File: src/rtl/uart_rx_ser.sv
// UART receiver: 2-flop line synchroniser, mid-bit sampling FSM, stop-bit check,
// and a one-entry holding register with valid/ready handshake.
module uart_rx_ser #(
  parameter int CLKS_PER_BIT = 16,
  parameter int DATA_BITS    = 8
) (
  input  logic                 clk,
  input  logic                 rst,
  input  logic                 rx_data,
  output logic [DATA_BITS-1:0] rx_byte,
  output logic                 rx_valid,
  input  logic                 rx_ready,
  output logic                 frame_err,
  output logic                 overrun,
  output logic                 busy
);

  localparam int CW = $clog2(CLKS_PER_BIT);
  localparam int BW = $clog2(DATA_BITS + 1);
  localparam logic [CW-1:0] CNT_HALF = CW'(CLKS_PER_BIT / 2 - 1);
  localparam logic [CW-1:0] CNT_LAST = CW'(CLKS_PER_BIT - 1);
  localparam logic [BW-1:0] IDX_LAST = BW'(DATA_BITS - 1);

  typedef enum logic [2:0] {
    S_IDLE,
    S_START,
    S_DATA,
    S_STOP,
    S_WAIT_HIGH
  } state_t;

  state_t                 r_state;
  state_t                 w_state_nxt;
  logic                   r_sync1;
  logic                   r_rx_s;
  logic [CW-1:0]          r_cnt;
  logic [BW-1:0]          r_bit_idx;
  logic [DATA_BITS-1:0]   r_shift;
  logic [DATA_BITS-1:0]   r_byte;
  logic                   r_valid;
  logic                   r_ferr;
  logic                   r_ovr;

  logic w_cnt_clr;
  logic w_cnt_run;
  logic w_bit_clr;
  logic w_shift_en;
  logic w_load;
  logic w_ferr;
  logic w_ovr;
  logic w_consume;

  assign w_consume = r_valid & rx_ready;

  always_ff @(posedge clk or posedge rst) begin
    if (rst) begin
      r_sync1 <= 1'b1;
      r_rx_s  <= 1'b1;
    end else begin
      r_sync1 <= rx_data;
      r_rx_s  <= r_sync1;
    end
  end

  always_ff @(posedge clk or posedge rst) begin
    if (rst) begin
      r_state <= S_IDLE;
    end else begin
      r_state <= w_state_nxt;
    end
  end

  always_comb begin
    w_state_nxt = r_state;
    w_cnt_clr   = 1'b0;
    w_cnt_run   = 1'b0;
    w_bit_clr   = 1'b0;
    w_shift_en  = 1'b0;
    w_load      = 1'b0;
    w_ferr      = 1'b0;
    w_ovr       = 1'b0;
    unique case (r_state)
      S_IDLE: begin
        if (!r_rx_s) begin
          w_state_nxt = S_START;
          w_cnt_clr   = 1'b1;
        end
      end
      S_START: begin
        w_cnt_run = 1'b1;
        if (r_cnt == CNT_HALF) begin
          w_cnt_clr = 1'b1;
          if (!r_rx_s) begin
            w_state_nxt = S_DATA;
            w_bit_clr   = 1'b1;
          end else begin
            w_state_nxt = S_IDLE;
          end
        end
      end
      S_DATA: begin
        w_cnt_run = 1'b1;
        if (r_cnt == CNT_LAST) begin
          w_cnt_clr  = 1'b1;
          w_shift_en = 1'b1;
          if (r_bit_idx == IDX_LAST) begin
            w_state_nxt = S_STOP;
          end
        end
      end
      S_STOP: begin
        w_cnt_run = 1'b1;
        if (r_cnt == CNT_LAST) begin
          w_cnt_clr = 1'b1;
          if (r_rx_s) begin
            w_state_nxt = S_IDLE;
            // A byte being consumed on this same edge frees the slot for the new one.
            if (!r_valid || w_consume) begin
              w_load = 1'b1;
            end else begin
              w_ovr = 1'b1;
            end
          end else begin
            w_ferr      = 1'b1;
            w_state_nxt = S_WAIT_HIGH;
          end
        end
      end
      S_WAIT_HIGH: begin
        if (r_rx_s) begin
          w_state_nxt = S_IDLE;
        end
      end
      default: begin
        w_state_nxt = S_IDLE;
      end
    endcase
  end

  always_ff @(posedge clk or posedge rst) begin
    if (rst) begin
      r_cnt     <= '0;
      r_bit_idx <= '0;
      r_shift   <= '0;
    end else begin
      if (w_cnt_clr) begin
        r_cnt <= '0;
      end else if (w_cnt_run) begin
        r_cnt <= r_cnt + CW'(1);
      end
      if (w_bit_clr) begin
        r_bit_idx <= '0;
      end else if (w_shift_en) begin
        r_bit_idx <= r_bit_idx + BW'(1);
      end
      if (w_shift_en) begin
        r_shift <= {r_rx_s, r_shift[DATA_BITS-1:1]};
      end
    end
  end

  always_ff @(posedge clk or posedge rst) begin
    if (rst) begin
      r_byte  <= '0;
      r_valid <= 1'b0;
      r_ferr  <= 1'b0;
      r_ovr   <= 1'b0;
    end else begin
      r_ferr <= w_ferr;
      r_ovr  <= w_ovr;
      if (w_load) begin
        r_byte  <= r_shift;
        r_valid <= 1'b1;
      end else if (w_consume) begin
        r_valid <= 1'b0;
      end
    end
  end

  assign rx_byte   = r_byte;
  assign rx_valid  = r_valid;
  assign frame_err = r_ferr;
  assign overrun   = r_ovr;
  assign busy      = (r_state != S_IDLE);

endmodule

File: config.mk
export PLATFORM = sky130hd
export DESIGN_NAME = uart_rx_ser
export DESIGN_NICKNAME = d
export VERILOG_FILES = /design/src/rtl/uart_rx_ser.sv
export SDC_FILE = /design/constraint.sdc
export NUM_CORES = 1
export LEC_CHECK = 0
export ABC_CLOCK_PERIOD_IN_PS = 1770
export CAP_MARGIN = 0
export CELL_PAD_IN_SITES_DETAIL_PLACEMENT = 1
export CELL_PAD_IN_SITES_GLOBAL_PLACEMENT = 1
export CORE_MARGIN = 10
export CORE_UTILIZATION = 40
export DETAILED_ROUTE_END_ITERATION = 12
export PLACE_DENSITY_LB_ADDON = 0.1
export REMOVE_ABC_BUFFERS = 1
export SETUP_SLACK_MARGIN = 0.02
export SYNTH_ARGS = -nofsm -noshare
export SYNTH_HDL_FRONTEND = slang
export SYNTH_SLANG_ARGS = --single-unit
File: constraint.sdc
create_clock -name clk -period 1.77 [get_ports clk]
set_clock_uncertainty 0.05 [all_clocks]
set_input_delay 0.354 -clock clk [delete_from_list [all_inputs] [get_ports clk]]
set_output_delay 0.354 -clock clk [all_outputs]
set_load 0.02 [all_outputs]
==> metrics.txt, run 1 <==
Final Cell Area=around 1900 µm²; Post-synth EDFFs=0; Ports=16; largest net degree at the start of global routing=33; top_reg_cell synth=dfrtp_1; Cell Rows=22; Worst-Margin Slew=0.455 ns; FF+latch area=around 800 µm²; Hold/Removal Path Class=reg -> reg; met1 Track Usage GR=between 10 and 15%; Ys Warns=0; final hold slack=a little over 0.3 ns; Total GRT Usage=between 10% and 20%; peak supply drop=approximately 0.67 mV; placed cell area=1790 µm²; Initial DRC Count=46; clock transition at the registers of the reported paths=roughly 0.07 ns; Synth async-reset ratio=100%; detail-routed via count per cell=approximately 5.3; Post-Layout Cell Count=200; Gate Count Post-Synth=around 120; pwr/cell area=~1200 nW/µm²; TritonRoute pass-1 iters=4; total clock buffers created by CTS=5; share of cells above drive strength 1=between 30% and 40%; die height=around 80 µm; syn_area_per_cell=12.2 µm²; Die Area=roughly 6600 µm²; Initial Util=between 40% and 50%; synthesized flop and latch total=32; vias in the first global route=1,182; Hold Buf Count CTS=0; synthesized cell area=around 1500 µm²; final setup fails=0; WP data required=~1.9 ns; Final #Nets=between 150 and 200; Leakage=0.859 nW; Root Driver=clkbuf_8; DRC Markers=0; per-cell routed wire length=about 17 µm; Synth cell types=44; Port Buf Inserts=15; RSZ-0062 raised after global routing=false; clk sinks=32; minimum clock period=roughly 1.7 ns; CTS tree=yes; Post-DRT Antenna Nets=0; fmax=approximately 600 MHz; Post-Route WL=3390 µm; Placed Cells incl. Taps=between 150 and 200; Die W=~81 µm; crit share post-route=between 90 and 100%; status=completed; Worst slew margin=a little over two thirds; max cap viols=0; Setup Crit Path Kind=reg -> reg; initial antenna violation count=0; final hold vios=0; DP Wirelength=2380 µm; register area share after synthesis=about 54%; diode count=0; nature of the critical path endpoint=flop; CTS H-Tree Depth=2; Core ar.=3630 µm²; routed vias=between 1,000 and 1,500; Bufs on Longest Clock Path=2; grt total ovfl=0; Multi-input gate area=approximately 670 µm²; Critical Path AT=roughly 1.8 ns; Max Slew Vio Count=0; gpl congestion=between 0.7 and 0.8; grt peak-use layer=met2; critical path startpoint category=flop; Area Overhead vs Synth=26.9%; first-pass GRT wire length=~5700 µm; clk_lat worst skew=approximately 0.29 ns; M2 GR Usage=18.9%; met3 global-route usage=about 4.5%; Filler Cells Inserted=roughly 400; crit-path max FO=15; final core utilization=52.3%
==> worst max-delay path: stages, from the launching register on <==
cell and delay [ns]:
dfrtp_1 0.36, buf_6 0.17, nand3b_4 0.14, buf_4 0.17, nor3_2 0.10, buf_4 0.20, mux2_2 0.35
==> synthesized netlist by cell type (2+ instances only) <==
cell	count	area [µm²]
dfstp_2	2	52.6
nand2b_1	2	12.5
nand2_1	3	11.3
inv_1	3	11.3
nand3_1	3	15.0
mux2_2	16	180
mux2i_1	2	20.0
ha_1	2	25.0
nand3b_1	2	15.0
nor2_1	5	18.8
buf_1	2	7.51
o21ai_0	5	25.0
nor2b_1	2	12.5
dfrtp_1	30	751
nand4b_1	2	17.5
buf_2	2	10.0
a21oi_1	4	20.0
or3_1	3	18.8
clkbuf_1	2	7.51
a31oi_1	2	12.5
o31ai_1	3	22.5
a211oi_1	3	22.5
nor3b_1	2	15.0
==> area by class of cell <==
cell class              instances  area share (%)
flip-flops and latches         32            42.3
repair buffers                 28            13.8
clock inverters                 3            1.25
well taps                      48            3.16
inverters                       3           0.593
multi-input cells              81            35.2
clock buffers                   5            3.62
==> cell usage in the layout, fill, tap and decap left out, types with 2 or more instances in the layout <==
master | synthesis | routed
nand3b_1 | 2 | 2
buf_6 | 0 | 2
inv_1 | 3 | 3
o21ai_0 | 5 | 5
o31ai_1 | 3 | 3
clkbuf_8 | 0 | 5
a211oi_1 | 3 | 3
nand4b_1 | 2 | 2
nor2b_1 | 2 | 2
nand2_1 | 3 | 3
dfrtp_1 | 30 | 30
a31oi_1 | 2 | 2
nand3_1 | 3 | 3
nor2_1 | 5 | 5
nand2b_1 | 2 | 2
clkinvlp_4 | 0 | 2
buf_4 | 0 | 10
nor3b_1 | 2 | 2
or3_1 | 3 | 3
mux2i_1 | 2 | 2
dfstp_2 | 2 | 2
a21oi_1 | 4 | 4
clkdlybuf4s50_1 | 0 | 14
mux2_2 | 16 | 16
==> layer usage <==
metal / part of all wire [%] / wire length [µm]
met3: 3.8 / 129
met4: 1.5 / 51
met1: 45 / 1510
met5: 0 / 0
met2: 50 / 1700
==> through the flow <==
| stage | total power, W | setup WS, ns | setup TNS [ns] |
|---|---|---|---|
| after floorplan | 0.00131 | -0.0263 | -0.210 |
| after global placement | 0.00157 | -0.0744 | -0.589 |
| after detailed placement | 0.00160 | -0.135 | -1.00 |
| after CTS | 0.00217 | 0.0220 | 0 |
| after global routing | 0.00236 | 0.0291 | 0 |
| final | 0.00220 | 0.107 | 0 |
==> final timing paths <==
| kind | start | end | slack (ns) | depth (start not counted) |
|---|---|---|---|---|
| hold reg to reg | r_sync1 | r_rx_s | 0.31 | 0 |
| min in group asynchronous | rst | r_shift[3] | 0.37 | 3 |
| hold / removal | r_sync1 | r_rx_s | 0.31 | 0 |
| max in group asynchronous | rst | r_rx_s | 1.07 | 3 |
| setup / recovery | r_state[1] | r_shift[5] | 0.11 | 6 |
| setup reg to reg | r_state[1] | r_shift[5] | 0.11 | 6 |
==> registers in the layout (all words and copies together), names as in the netlist <==
signal / count
r_bit_idx: 4
rx_byte: 8
rx_valid: 1
r_cnt: 4
r_sync1: 1
overrun: 1
r_shift: 8
r_rx_s: 1
r_state: 3
frame_err: 1
==> report_power, final <==
part | leakage, nW | switching, W | internal (W) | total, W
Combinational | 0.392 | 0.000411 | 0.000323 | 0.000734
Clock | 0.0404 | 0.000291 | 0.000278 | 0.000569
Sequential | 0.427 | 0.0000771 | 0.000822 | 0.000899
==> logic make-up after synthesis <==
kind of cell,count (synthesis),synth area share [%]
flops,32,53.7
buf+inv,10,2.76
fa+ha+maj,2,1.67
mux,18,13.4
simple gates,38,18.2
compound gates,23,10.3
==> what timing repair did <==
item,4_1_cts,5_1_grt
setup endpoints to repair,1,15
gates cloned,0,0
setup buffers,0,0
resized for setup,3,6
No activity file was read; power rests on OpenSTA's default activity.
==> inputs of run 2 (changes only) <==
==> constraint.sdc (replaced) <==
create_clock -name clk -period 1.77 [get_ports clk]
set_clock_uncertainty 0.05 [all_clocks]
set_input_delay 0.177 -clock clk [delete_from_list [all_inputs] [get_ports clk]]
set_output_delay 0.177 -clock clk [all_outputs]
set_load 0.02 [all_outputs]
==> run 2 against run 1 <==
- first-iteration DRC count increased by 22%
- non-clock buffer count increased by 2
- critical path depth decreased by 1
- core utilization increased by 0.83 points
- die area unchanged
==> metrics.txt, run 2 (synthesis gave the netlist of run 1 again) <==
status=completed (unchanged); WP data required=1.88 ns (was 1.89 ns); TritonRoute pass-1 iters=4 (unchanged); grt total ovfl=0 (unchanged); max cap viols=0 (unchanged); Hold Buf Count CTS=0 (unchanged); WL met2=1580 µm (was 1700 µm); Core ar.=3630 µm² (unchanged); minimum clock period=1.67 ns (was 1.66 ns); DRC Markers=0 (unchanged); gpl congestion=0.785 (was 0.777); total clock buffers created by CTS=5 (unchanged); per-cell routed wire length=16.1 µm (was 17.0 µm); Cell Rows=22 (unchanged); most frequent cells in the layout=dfrtp_1, mux2_2, clkdlybuf4s50_1, buf_4, clkbuf_8 (was dfrtp_1, mux2_2, clkdlybuf4s50_1, buf_4); Max Slew Vio Count=0 (unchanged); Critical Path AT=1.78 ns (was 1.79 ns); Worst-Margin Slew=0.398 ns (was 0.455 ns); final core utilization=53.1% (was 52.3%); critical path startpoint category=flop (unchanged); clk_lat worst skew=0.28 ns (was 0.29 ns); Worst slew margin=73.5% (was 69.5%); CTS tree=yes (unchanged); met1 wire length=1510 µm (unchanged); R2R setup slack=0.1 ns (was 0.11 ns); Filler Cells Inserted=394 (was 403); crit share post-route=94.4% (was 93.9%); pwr/cell area=1230 nW/µm² (was 1160 nW/µm²); routed vias=1,083 (was 1,064); largest net degree at the start of global routing=33 (unchanged); Ports=16 (unchanged); setup ws final=0.0990 ns (was 0.107 ns); RSZ-0062 raised after global routing=true (was false); vias in the first global route=1,208 (was 1,182); detail-routed via count per cell=5.36 (was 5.32); Total GRT Usage=10.9% (was 11.4%); Area Overhead vs Synth=28.9% (was 26.9%); Hold/Removal Path Class=in -> async (was reg -> reg); clk sinks=32 (unchanged); Initial Util=41.2% (unchanged); peak supply drop=0.594 mV (was 0.670 mV); Worst R2R Path Depth=5 (was 6); die height=81.2 µm (unchanged); diode count=0 (unchanged); share of cells above drive strength 1=33.8% (was 32.9%); CTS H-Tree Depth=2 (unchanged); total chip power=0.00237 W (was 0.00220 W); Port Buf Inserts=15 (unchanged); Die Area=6590 µm² (unchanged); Die W=81.2 µm (unchanged); Post-Route WL=3260 µm (was 3390 µm); commonest non-fill, non-tap cell in the layout=dfrtp_1 (unchanged); Initial DRC Count=56 (was 46); Post-DRT Antenna Nets=0 (unchanged); pre-CTS WS=0.0463 ns (was -0.135 ns); post-CTS setup buffers=0 (unchanged); initial antenna violation count=0 (unchanged); final setup fails=0 (unchanged); Final #Nets=159 (was 157); first-pass GRT wire length=5690 µm (was 5740 µm); Bufs on Longest Clock Path=2 (unchanged); nature of the critical path endpoint=flop (unchanged); DP Wirelength=2350 µm (was 2380 µm); Max Used Layer=met4 (unchanged); Met3 Wirelength=142 µm (was 129 µm); clock transition at the registers of the reported paths=0.07 ns (about the same); post-cts resize count=1 (was 3); Leakage=0.880 nW (was 0.859 nW); final hold vios=0 (unchanged); Root Driver=clkbuf_8 (unchanged); reg-to-reg endpoint=rx_byte[4] (was r_shift[5]); worst r2r src=r_cnt[1] (was r_state[1]); fmax=598 MHz (was 601 MHz); crit-path max FO=8 (was 15); Setup Crit Path Kind=reg -> reg (unchanged)
run 2: final cells by class:
type | instances | area, µm² | share of cell area [%]
multi-input combinational | 81 | 663 | 34.4
sequential | 32 | 803 | 41.6
clock inverter | 1 | 30.0 | 1.56
clock buffer | 7 | 96.3 | 4.99
tap | 48 | 60.1 | 3.11
timing repair buffer | 30 | 265 | 13.7
inverter | 3 | 11.3 | 0.584
run 2: metal layers:
metal / vias up / GRT usage, %
li1: 514 / -
met1: 550 / 12.9
met2: 17 / 18.4
met3: 2 / 3.64
met4: 0 / 3.29
met5: - / 0
run 2: through the flow:
step | setup TNS, ns | hold WS (ns) | instance area [µm²] | instances
6_report | 0 | 0.233 | 1930 | 202
5_1_grt | 0 | 0.256 | 1930 | 202
4_1_cts | 0 | 0.242 | 1910 | 202
3_5_place_dp | 0 | 0.297 | 1790 | 194
3_3_place_gp | 0 | 0.297 | 1790 | 194
2_1_floorplan | -0.210 | 0.131 | 1470 | 116
run 2: worst max-delay path: stages, from the launching register on:
cell     delay (ns)
dfrtp_1        0.37
ha_1           0.19
nand2_2        0.13
nor4b_4        0.30
buf_6          0.17
mux2_2         0.34
run 2: how the worst max path moves through the flow:
stage	from	end	slack [ns]	depth (start not counted)
after floorplan	r_cnt[0]	rx_byte[0]	-0.03	4
after global placement	rx_ready	rx_byte[7]	0.11	5
after detailed placement	rx_ready	rx_byte[4]	0.05	5
after CTS	r_cnt[1]	rx_byte[4]	0.06	5
after global routing	r_cnt[1]	rx_byte[4]	0.01	5
final	r_cnt[1]	rx_byte[4]	0.1	5
run 2: power breakdown:
part	switching (W)	internal (W)
clock network	0.000262	0.000496
logic	0.000384	0.000317
registers	0.0000929	0.000822
